==> src/rtl/asymmetric_pack_fifo.sv <==
// Narrow-to-wide packing FIFO: RATIO narrow beats pack LSB-first into one wide entry,
// stored in a RAM and read through a two-stage pipeline. Optional flush: ASYM_PACK_FIFO_FLUSH_EN.
module asymmetric_pack_fifo #(
   parameter int unsigned WIDTH_IN      = 4,
   parameter int unsigned WIDTH_OUT     = 16,
   parameter int unsigned DEPTH_OUT     = 256,
   parameter int unsigned ADDRWIDTH_OUT = 8,
   parameter              RAM_STYLE     = "auto"
) (
`ifdef ASYM_PACK_FIFO_FLUSH_EN
   input  logic                     flush,
`endif
   input  logic                     clk,
   input  logic                     rst,
   input  logic [WIDTH_IN-1:0]      s_tdata,
   input  logic                     s_tvalid,
   output logic                     s_tready,
   output logic [WIDTH_OUT-1:0]     m_tdata,
   output logic                     m_tvalid,
   input  logic                     m_tready,
   output logic [ADDRWIDTH_OUT:0]   count
);

   localparam int unsigned RATIO = WIDTH_OUT / WIDTH_IN;
   localparam int unsigned LANEW = $clog2(RATIO);
   localparam int unsigned CW    = ADDRWIDTH_OUT + 1;

   (* ram_style = RAM_STYLE *) logic [WIDTH_OUT-1:0] mem [DEPTH_OUT];

   logic [LANEW-1:0]         lane_q, lane_d;
   logic [WIDTH_OUT-1:0]     pack_q, pack_d, word_c;
   logic [ADDRWIDTH_OUT-1:0] wptr_q, wptr_d, rptr_q, rptr_d;
   logic [CW-1:0]            count_q, count_d, unread_q, unread_d;
   logic                     s1_valid_q, s1_valid_d, s2_valid_q, s2_valid_d;
   logic [WIDTH_OUT-1:0]     s1_data_q, s2_data_q, s2_data_d;
   logic                     accept, commit, pop, s1_adv, issue;

   assign s_tready = (count_q < CW'(DEPTH_OUT));
   assign m_tvalid = s2_valid_q;
   assign m_tdata  = s2_data_q;
   assign count    = count_q;

   // Packing, commit decision and read-pipeline control
   always_comb begin
      accept = s_tvalid && s_tready;
      pop    = s2_valid_q && m_tready;
      s1_adv = s1_valid_q && (!s2_valid_q || pop);
      issue  = (unread_q != '0) && (!s1_valid_q || s1_adv);

      word_c = pack_q;
      for (int k = 0; k < RATIO; k++) begin
         if (accept && (lane_q == LANEW'(k))) word_c[k*WIDTH_IN +: WIDTH_IN] = s_tdata;
      end

      commit = accept && (lane_q == LANEW'(RATIO - 1));
`ifdef ASYM_PACK_FIFO_FLUSH_EN
      // A flush folds in a coincident beat, so an entry holding only that beat still commits
      if (flush && ((lane_q != '0) || accept)) commit = 1'b1;
`endif

      lane_d = lane_q;
      pack_d = word_c;
      if (commit) begin
         lane_d = '0;
         pack_d = '0;
      end else if (accept) begin
         lane_d = lane_q + LANEW'(1);
      end

      wptr_d = commit ? wptr_q + ADDRWIDTH_OUT'(1) : wptr_q;
      rptr_d = issue  ? rptr_q + ADDRWIDTH_OUT'(1) : rptr_q;

      count_d = count_q;
      if (commit && !pop)      count_d = count_q + CW'(1);
      else if (!commit && pop) count_d = count_q - CW'(1);

      unread_d = unread_q;
      if (commit && !issue)      unread_d = unread_q + CW'(1);
      else if (!commit && issue) unread_d = unread_q - CW'(1);

      s1_valid_d = s1_valid_q;
      if (issue)       s1_valid_d = 1'b1;
      else if (s1_adv) s1_valid_d = 1'b0;

      s2_valid_d = s2_valid_q;
      s2_data_d  = s2_data_q;
      if (s1_adv) begin
         s2_valid_d = 1'b1;
         s2_data_d  = s1_data_q;
      end else if (pop) begin
         s2_valid_d = 1'b0;
      end
   end

   // Control state with synchronous reset
   always_ff @(posedge clk) begin
      if (rst) begin
         lane_q     <= '0;
         pack_q     <= '0;
         wptr_q     <= '0;
         rptr_q     <= '0;
         count_q    <= '0;
         unread_q   <= '0;
         s1_valid_q <= 1'b0;
         s2_valid_q <= 1'b0;
         s2_data_q  <= '0;
      end else begin
         lane_q     <= lane_d;
         pack_q     <= pack_d;
         wptr_q     <= wptr_d;
         rptr_q     <= rptr_d;
         count_q    <= count_d;
         unread_q   <= unread_d;
         s1_valid_q <= s1_valid_d;
         s2_valid_q <= s2_valid_d;
         s2_data_q  <= s2_data_d;
      end
   end

   // Storage and stage-1 registered read; contents survive reset
   always_ff @(posedge clk) begin
      if (commit && !rst) mem[wptr_q] <= word_c;
      if (issue)          s1_data_q   <= mem[rptr_q];
   end

endmodule

==> config.mk <==
export PLATFORM = sky130hd
export DESIGN_NAME = asymmetric_pack_fifo
export DESIGN_NICKNAME = d
export VERILOG_FILES = /design/src/rtl/asymmetric_pack_fifo.sv
export SDC_FILE = /design/constraint.sdc
export NUM_CORES = 2
export LEC_CHECK = 0
export CORE_MARGIN = 3
export CORE_UTILIZATION = 45
export CTS_BUF_LIST = sky130_fd_sc_hd__clkbuf_8
export DETAILED_ROUTE_END_ITERATION = 7
export PLACE_DENSITY = 0.71
export SKIP_LAST_GASP = 1
export SLEW_MARGIN = 5
export SYNTH_ARGS = -nofsm -noshare
export SYNTH_HDL_FRONTEND = slang
export SYNTH_SLANG_ARGS = --single-unit
==> constraint.sdc <==
create_clock -name clk -period 7.8 [get_ports clk]
set_clock_uncertainty 0.05 [all_clocks]
set_input_delay 1.56 -clock clk [delete_from_list [all_inputs] [get_ports clk]]
set_output_delay 1.56 -clock clk [all_outputs]
set_load 0.1 [all_outputs]
==> impl_results.md <==
- Outcome: completed
- Routability congestion estimate: 0.931
- Multi-input logic area: 34200 µm²
- Syn Area/Cell: 21.3 µm²
- Sequential area share after synthesis: 77.5%
- # fillers: 27600
- Worst Path Max Fanout: 76
- Layout cells sized above 1: 25.2%
- Reg clk slew, reported paths: 0.07 ns
- R2r setup slk: 2.28 ns
- Async S/R FF share, synth: 0%
- Port Buf Inserts: 34
- Crit Path Class: flop to flop
- Fin nets: 8231
- Via density: 6.27
- Final setup TNS: 0 ns
- FP Rows: 219
- R2r startpoint: rptr_q[0]
- 1st-pass router iterations: 8
- # Post-CTS Setup Buffers: 0
- Finish-stage setup viols: 0
- Synth top cells by count: 4112 x edfxtp_1, 890 x mux4_2, 376 x mux2i_1, 345 x nor2_1, 216 x a21oi_1
- Top cell type's share of synthesized area: 76.7%
- Vias in the first global route: 83300
- Post-Route Utilization: 50.6%
- Cts bufs inserted: 637
- # IOs: 35
- Clock Tree Buf Depth: 4
- Worst path arrival time: 6.21 ns
- H-tree depth: 6
- DR vias: 84300
- Max-cap viol count: 0
- Initial antenna violation count: 22
- Largest net degree at the start of global routing: 164
- Grt total ovfl: 0
- Cell with the most instances after synthesis: edfxtp_1
- PwrDens: 298 nW/µm²
- Yosys reg bits: 4182
- Root Buffer: clkbuf_8
- Critical Path Sink Type: flop
- Layout Cells excl Fill: 13400
- Worst Hold End: m_tdata[1]
- Antenna-violating nets left: 0
- Area grow syn2layout: 12.0%
- Gate Count Post-Synth: 7558
- Worst slack, placed: 1.60 ns
- Worst r2r path cells: 7
- Storage cell area: 125000 µm²
- Worst Hold Depth: 2
- DRT iter0 DRCs: 14400
- Reg2reg end: s1_data_q[14]
- CTS tree: yes
- Die Width: 604 µm
- Worst Hold Launch: m_tdata[1]
- Post-DP HPWL: 267 mm
- Mapped Nets: 7593
- First-pass GRT wire length: 632 mm
- RSZ-0062 raised after global routing: no
- Global Route Usage Sum: 24.3%
- YS warnings: 0
- Hold Fails Final Rpt: 0
- Drc violations: 0
- Core area: 356000 µm²
- Slew @ Worst Pin: 1.37 ns
- Synth area leader: edfxtp_1
- Startpoint types: flop
- Final period utilization: 70.8%
- Wire per inst: 33.4 µm
- Minimum clock period: 5.52 ns
- Synth area leaders: edfxtp_1 77%, mux4_2 12%, mux2i_1 2.3%
- Hold WC Path Type: flop to flop
- Peak Freq: 0.181 GHz
- Total routed wirelength: 449 mm
- Distinct cells, synth: 71
- Clock sinks: 4182
- Ys flop type: edfxtp_1
- CP required: 8.49 ns
- Mapped Area: 161000 µm²
- Clk_lat worst skew: 1.11 ns
- Initial core utilization: 45.2%
- Number of synthesized flops with an enable pin: 4112
- Inst Count DP: 12300
- CTS Hold Bufs: 0
- VDD IR max: 0.227 mV
- Slew HR: 8.12%
- Post-route worst setup slack: 2.28 ns
- Die area: 365000 µm²
- Die height: 604 µm
- Lkg Pwr: 0.0555 µW
- Post_cts resized: 0
- Slew Viols, Final: 0
==> cells by family (layout without fill, tap and decap cells) <==
family	count (synthesis)	after routing	synth area share (%)
buffers and inverters	463	1583	1.55
adders and majority gates	27	27	0.219
muxes	1297	1297	15.0
xor gates and xnor gates	22	22	0.120
other	0	13	0
DFF	4182	4182	77.5
AOI/OAI and AO/OA	832	832	3.60
and+or+nand+nor	735	735	1.97
==> worst max-delay path by stage <==
stage | startpoint | endpoint | depth (start not counted)
finish | rptr_q[0] | s1_data_q[14] | 7
global route | rptr_q[0] | s1_data_q[6] | 7
CTS | rptr_q[0] | s1_data_q[14] | 7
detailed placement | s_tvalid | mem[199][6] | 10
global placement | s_tvalid | mem[199][0] | 10
floorplan | s_tvalid | mem[0][12] | 7
==> cell type report <==
type                    count  area share (%)
diodes                     13          0.0180
inverters                  25          0.0548
clock buffers             649            4.95
clock inverters           472            1.36
multi-input cells        2913            19.0
repair buffers            437            2.12
well taps                4751            3.30
flip-flops and latches   4182            69.2
==> through the flow <==
stage	total power, µW	area (µm²)	hold slack [ns]
finish	53700	180000	0.411
detailed placement	37600	169000	0.407
global route	55400	180000	0.442
floorplan	33900	161000	0.402
CTS	53800	180000	0.415
global placement	37400	169000	0.397
==> layout by cell type, fill, tap and decap left out, drive strengths merged, types with 13 or more instances in the layout <==
master / count
o22ai: 54
a21oi: 216
clkbuf: 649
ha: 25
diode: 13
a22o: 36
mux2: 31
clkdlybuf4s50: 33
o211ai: 20
mux2i: 376
nand3: 61
inv: 275
nor2: 345
nor3: 27
a221oi: 92
and2: 19
clkinv: 208
xnor2: 13
nand4: 17
dfxtp: 70
o221ai: 59
buf: 404
o21ai: 78
nor2b: 25
mux4: 890
nand2: 191
a211oi: 47
edfxtp: 4112
a22oi: 123
==> state kept, by name, summed over array words and instances (netlist names) <==
register    flops
count           9
lane_q          2
m_tdata        16
m_tvalid        1
mem          4096
pack_q         16
rptr_q          8
s1_data_q      16
s1_valid_q      1
unread_q        9
wptr_q          8
==> worst max-delay path: stages (launching register included) <==
cell and delay [ns]:
dfxtp_4 0.76, buf_12 0.47, buf_12 0.47, mux4_2 0.65, a221oi_1 0.56, o21ai_0 0.48
o311ai_0 1.14, o31ai_1 0.38
==> metal layers <==
metal,track usage [%],share of wire [%]
met1,33.0,36
met3,7.89,14
met5,0,0.0065
met2,36.5,46
met4,9.96,4.6
==> report_power, final <==
group	internal, µW	total (µW)	switching, µW
Sequential	25200	25400	192
Combinational	4630	11800	7200
Clock	8060	16500	8480
Power figures use the tool's default switching activity.
